==> config.mk <==
export PLATFORM = sky130hd
export DESIGN_NAME = mult_share_arb
export DESIGN_NICKNAME = d
export VERILOG_FILES = /design/src/rtl/mult_share_arb.sv
export SDC_FILE = /design/constraint.sdc
export NUM_CORES = 1
export LEC_CHECK = 0
export BUFFER_PORTS_ARGS = -buffer_cell sky130_fd_sc_hd__buf_2
export CORE_AREA = 4 4 307 309
export CTS_CLUSTER_DIAMETER = 60
export DETAILED_ROUTE_END_ITERATION = 8
export DIE_AREA = 0 0 311 313
export PLACE_DENSITY_LB_ADDON = 0.05
export SLEW_MARGIN = 15
export SYNTH_ARGS = -nofsm -noshare
export SYNTH_HDL_FRONTEND = slang
export SYNTH_SLANG_ARGS = --single-unit
==> constraint.sdc <==
create_clock -name clk -period 2.6 [get_ports clk]
set_input_delay 0.52 -clock clk [delete_from_list [all_inputs] [get_ports clk]]
set_output_delay 0.52 -clock clk [all_outputs]
set_load 0.01 [all_outputs]
==> src/rtl/mult_share_arb.sv <==
// mult_share_arb: round-robin arbiter sharing one clocked 32.32 multiplier across NR requesters
module mult_share_arb #(
  parameter int NR = 4,
  parameter int DW = 64,
  parameter int TMO = 64
) (
  input  logic             clk,
  input  logic             rstn,
  input  logic [NR-1:0]    req_i,
  input  logic [NR*DW-1:0] a_i,
  input  logic [NR*DW-1:0] b_i,
  output logic [NR-1:0]    gnt_o,
  output logic [NR-1:0]    done_o,
  output logic             err_o,
  output logic [DW-1:0]    c_o,
  output logic             busy_o,
  output logic             m_en_o,
  output logic [DW-1:0]    m_a_o,
  output logic [DW-1:0]    m_b_o,
  input  logic             m_valid_i,
  input  logic [DW-1:0]    m_c_i
);
  localparam int PW = $clog2(NR);
  localparam int TW = $clog2(TMO);
  typedef enum logic [1:0] {IDLE, WAIT, RELEASE} state_t;
  state_t          st;
  logic [PW-1:0]   ptr, own, win;
  logic [TW-1:0]   tmo_cnt;
  always_comb begin
    win = '0;
    for (int k = NR - 1; k >= 0; k--)
      win = req_i[(int'(ptr) + k) % NR] ? PW'((int'(ptr) + k) % NR) : win;
  end
  always_ff @(posedge clk) begin
    if (!rstn) begin
      st      <= IDLE;
      ptr     <= '0;
      own     <= '0;
      tmo_cnt <= '0;
      gnt_o   <= '0;
      done_o  <= '0;
      err_o   <= 1'b0;
      c_o     <= '0;
      busy_o  <= 1'b0;
      m_en_o  <= 1'b0;
      m_a_o   <= '0;
      m_b_o   <= '0;
    end else begin
      case (st)
        IDLE: if (|req_i) begin
          own     <= win;
          gnt_o   <= NR'(1) << win;
          m_a_o   <= a_i[int'(win)*DW +: DW];
          m_b_o   <= b_i[int'(win)*DW +: DW];
          m_en_o  <= 1'b1;
          busy_o  <= 1'b1;
          tmo_cnt <= '0;
          st      <= WAIT;
        end
        WAIT: begin
          m_en_o <= 1'b0;
          if (m_valid_i || tmo_cnt == TW'(TMO - 1)) begin
            c_o    <= m_valid_i ? m_c_i : '0;
            done_o <= gnt_o;
            err_o  <= !m_valid_i;
            st     <= RELEASE;
          end else
            tmo_cnt <= tmo_cnt + 1'b1;
        end
        RELEASE: begin
          done_o <= '0;
          err_o  <= 1'b0;
          gnt_o  <= '0;
          busy_o <= 1'b0;
          ptr    <= own == PW'(NR - 1) ? '0 : own + 1'b1;
          st     <= IDLE;
        end
        default: st <= IDLE;
      endcase
    end
  end
endmodule

# Word-level counts from Yosys, hierarchy flattened
# Cells that the tools add are included.
dict set report op_classes {
  n_addsub 5
  n_mul 0
  div_mod_pow 0
  n_lt_le_gt_ge 4
  eq_ne 7
  shift 3
  muxes 32
  bitwise 3
  n_reduce_logical 17
}
# operator count
set op_table {}
lappend op_table {{256-bit by 9-bit indexed part select with 64-bit output} 2}
lappend op_table {{64-bit 2-to-1 mux} 1}
lappend op_table {{4-bit case mux with 2 select lines} 2}
lappend op_table {{2-bit 2-to-1 mux} 7}
lappend op_table {{3-bit by 4-bit < comparator with 1-bit output, second input constant} 3}
lappend op_table {{6-bit 2-to-1 mux} 2}
lappend op_table {{6-bit case mux with 2 select lines} 1}
lappend op_table {{2-bit AND reduction} 6}
lappend op_table {{1-bit 2-to-1 mux} 9}
lappend op_table {{1-bit binary-select mux with 2-bit select} 4}
lappend op_table {{4-bit 2-to-1 mux} 2}
lappend op_table {{6-bit by 1-bit adder with 6-bit output, second input constant} 1}
lappend op_table {{6-bit equality test, second input constant} 1}
lappend op_table {{2-bit inequality test, second input constant} 3}
lappend op_table {{1-bit case mux with 2 select lines} 3}
lappend op_table {{2-bit nonzero test} 3}
lappend op_table {{2-bit OR reduction} 3}
lappend op_table {{2-bit by 1-bit adder with 2-bit output, second input constant} 2}
lappend op_table {{2-bit adder, second input constant} 2}
lappend op_table {{2-bit equality test, second input constant} 2}
lappend op_table {{2-bit case mux with 2 select lines} 1}
lappend op_table {{4-bit OR reduction} 1}
lappend op_table {{1-bit by 2-bit << shifter with 4-bit output, first input constant} 1}
lappend op_table {{1-bit AND, first input constant} 3}
lappend op_table {{other kinds (6)} 6}
dict set report word_totals {
  regBits 215
  latch_bits 0
  ram_bits 0
  rom_bits 0
  in_bits 583
  out_inout_bits 203
  wordCells 83
  n_memories 0
}

# Logic depth before layout (Yosys ltp)
dict set report logic_depth {
  ltp_word 13
  depth_mapped 8
}

# Least setup slack after synthesis
# No wires, ideal clock.
dict set report synth_timing {
  path_kind {input to register}
  startpoint {in req_i[0]}
  endpoint {reg m_a_o[60]}
  arrival_ns 1.706
  setup_slack_ns 0.756
  cell_stages 8
  n_path_buf 3
  path_cell_list {a21o_1 > a21oi_1 > o22a_1 > buf_4 > buf_4 > buf_4 > mux2i_1 > o221ai_1}
}
dict set report synth_via {
  elab_chain_cells 8
  elab_cells_between_ends 18
}
# item line
set synth_lines {}
lappend synth_lines {{start: declaration} 9} ;# input logic [NR-1:0] req_i,
lappend synth_lines {{1-bit binary-select mux with 2-bit select} 32} ;# win = req_i[(int'(ptr) + k) % NR] ? PW'((int'(ptr) + k) % NR) : win;
lappend synth_lines {{1-bit 2-to-1 mux (not written as such) (2 in a row)} 32}
lappend synth_lines {{2-bit 2-to-1 mux (4 in a row)} 32}
lappend synth_lines {{256-bit by 9-bit indexed part select with 64-bit output} 53} ;# m_a_o <= a_i[int'(win)*DW +: DW];
lappend synth_lines {{end signal: assignment} 53}
lappend synth_lines {{end: declaration} 18} ;# output logic [DW-1:0] m_a_o,
# Several ways; a longest one is shown, not always the timed one. The select of a mux whose other input is x is not followed.
# A chain may end at the register's enable or synchronous reset.

# Worst setup path in the final report
dict set report layout_timing {
  startpoint {reg ptr[1]}
  endpoint {reg m_a_o[9]}
}
dict set report layout_via {
  elab_chain_cells 9
  elab_cells_between_ends 19
}
# item line
set layout_lines {}
lappend layout_lines {{start: declaration} 27} ;# logic [PW-1:0] ptr, own, win;
lappend layout_lines {{start signal: assignment} 75} ;# ptr <= own == PW'(NR - 1) ? '0 : own + 1'b1;
lappend layout_lines {{2-bit adder} 32}
lappend layout_lines {{1-bit binary-select mux with 2-bit select} 32}
lappend layout_lines {{1-bit 2-to-1 mux (not written as such) (2 in a row)} 32}
lappend layout_lines {{2-bit 2-to-1 mux (3 in a row)} 32}
lappend layout_lines {{2-bit 2-to-1 mux (*)} 32}
lappend layout_lines {{256-bit by 9-bit indexed part select with 64-bit output (*)} 53}
# Mark *: on every way between the ends. The rest lies on a longest branch, timed or not. The select of a mux whose other input is x is not followed.

==> results.json <==
{
  "max_slew.worst_pin.slew_ps": 989,
  "grtUsageTotal_pct": 13.6,
  "rsz0062_at_grt": "no",
  "layout_common_cells": "buf_2 (785), mux2i_1 (258), dfxtp_1 (215), nand2_1 (140), o221ai_1 (128)",
  "io_buffers": 785,
  "drc": 0,
  "ys.flop_type": "dfxtp_1",
  "pin_count": 786,
  "ant_nets": 0,
  "clock_latency_ps": 580,
  "drive_gt1_share_pct": 49.6,
  "synthesis.nets": 1630,
  "drt_iter0_drc": 612,
  "whs_ps": 178,
  "synth_cell_types": 34,
  "grt_pass1_vias": 12300,
  "ys_ff_latch": 215,
  "path_class": "reg2reg",
  "hp-class": "in2reg",
  "placed_cell_area_mm2": 0.0157,
  "dp_cells": 2968,
  "p_leak_nw": 7.86,
  "cp.required_ps": 3030,
  "routabilityCongestion": 0.838,
  "setup_slack_ps": 363,
  "r2r_slack_ps": 360,
  "crit_arrival_ps": 2660,
  "syn_inst": 1045,
  "post-cts-setup-buffers": 0,
  "firstDrtPassIters": 5,
  "max_slew_margin_pct": 34.1,
  "antenna_found_initial": 35,
  "fill_cells": 10300,
  "ys_seq_area_share_pct": 42.0,
  "maxCapViolations": 0,
  "hold_path_depth": 3,
  "area_growth_pct": 69.4,
  "crit_fanout": 22,
  "cts_tree": "built",
  "overflow": 0,
  "avgSynthCellArea_um2": 9.81,
  "run_status": "completed",
  "cts_resized": 0,
  "hold_buffers": 0,
  "ir_drop_mv": 0.430,
  "critPathLaunchType": "register",
  "dpl_worst_slack_ps": -0.867,
  "hold_path_end": "c_o[4]",
  "yosysWarnings": 0,
  "fp.dieW_um": 311,
  "skew_ps": 22.6,
  "final_cells": 3058,
  "drv_slew": 0,
  "cts-buffers-inserted": 45,
  "hpwl_mm": 55.7,
  "start_util_pct": 11.2,
  "final_common_cell": "buf_2",
  "final-setup-viol-count": 0,
  "grt_max_degree": 83,
  "synth-edff-count": 0,
  "final.setup.tns_ps": 0,
  "nets": 2414,
  "clkSinkCount": 215,
  "rows": 111,
  "async_flop_share_pct": 0,
  "num_vias": 11700,
  "reg2reg_from": "ptr[1]",
  "finalCritPeriodShare_pct": 86.0,
  "clock_path_buffers": 3,
  "cts-root-buf": "clkbuf_16",
  "min-delay-start": "m_c_i[4]",
  "timing.rr.end": "m_a_o[9]",
  "power_mw": 12.5,
  "worstSetupEndpointType": "register",
  "finalCriticalPeriod_ps": 2240,
  "fin_area_mm2": 0.0174,
  "via_per_inst": 3.81,
  "grt_pass1_wl_mm": 96.2,
  "fmaxAchievable_mhz": 447,
  "h-tree-depth": 2,
  "fin_util_pct": 19.0,
  "wl_mm": 70.1,
  "chipHeight_um": 313,
  "reg2reg_depth": 7,
  "post_drt_wl_per_cell_um": 22.9,
  "dieArea_mm2": 0.0973,
  "powerDensity_mw_per_mm2": 719,
  "hold_violations": 0,
  "core_mm2": 0.0914,
  "synth_area_mm2": 0.0103,
  "clk_pin_slew_ps": 60
}
Yosys cell counts (5+ instances only):
| cell | number | area (um2) |
|---|---|---|
| a22oi_1 | 64 | 480 |
| buf_6 | 5 | 56.3 |
| a21oi_1 | 16 | 80.1 |
| nand3_1 | 10 | 50.1 |
| mux2i_1 | 258 | 2580 |
| o221ai_1 | 128 | 1120 |
| buf_4 | 23 | 173 |
| buf_2 | 37 | 185 |
| dfxtp_1 | 215 | 4300 |
| nand2_1 | 140 | 526 |
| clkbuf_1 | 32 | 120 |
| nor2_1 | 79 | 297 |
flip-flops by register name, indices dropped and copies added, names as in the netlist:
register  cells
c_o          64
m_a_o        64
m_b_o        64
tmo_cnt       6
done_o        4
gnt_o         4
own           2
ptr           2
st            2
busy_o        1
err_o         1
m_en_o        1
power breakdown:
group	switching, mW	internal [mW]
registers	0.185	3.63
clock network	2.27	4.01
logic	1.33	1.06
total	3.79	8.71
area by class of cell:
cell class,instances,area (um2),share of cell area [%]
diodes,6,15.0,0.0864
clock buffers,54,1220,7.02
clock inverters,30,395,2.28
inverters,4,15.0,0.0864
multi-input cells,729,5440,31.3
flip-flops and latches,215,4300,24.8
well taps,1186,1480,8.54
repair buffers,834,4500,25.9
worst max-delay path: stages (launching register included):
cell and delay [ps]:
dfxtp_1 360, a21o_1 180, a21oi_1 170, o22a_4 330
buf_12 260, mux2i_1 470, buf_4 190, o221ai_1 100
metal layers:
metal  wire length (um)  part of all wire [%]  vias to the layer above  GRT usage, %
met4               1500                   2.1                        4          2.93
met3               4590                   6.6                      113          3.57
met2              37700                    54                      533          26.0
met1              26300                    38                     5492          15.1
li1                   -                     -                     5520             -
met5                 27                 0.039                        -             0
logic make-up (layout without fill, tap and decap cells):
| logic type | count (synthesis) | in the layout | share of synthesized area, % |
|---|---|---|---|
| buffers and inverters | 101 | 922 | 5.36 |
| adders and majority gates | 2 | 2 | 0.244 |
| muxes | 258 | 258 | 25.2 |
| DFF | 215 | 215 | 42.0 |
| and+or+nand+nor | 245 | 245 | 9.55 |
| other | 0 | 6 | 0 |
| AOI/OAI and AO/OA | 220 | 220 | 17.4 |
| xor gates and xnor gates | 4 | 4 | 0.342 |
worst max path at each step:
stage,from,to,depth (start not counted)
finish,ptr[1],m_a_o[9],7
global route,ptr[1],m_a_o[9],7
CTS,ptr[1],m_a_o[24],7
detailed placement,req_i[0],m_a_o[24],8
global placement,req_i[0],m_a_o[24],8
floorplan,req_i[0],m_a_o[60],8
Power figures use the tool's default switching activity.
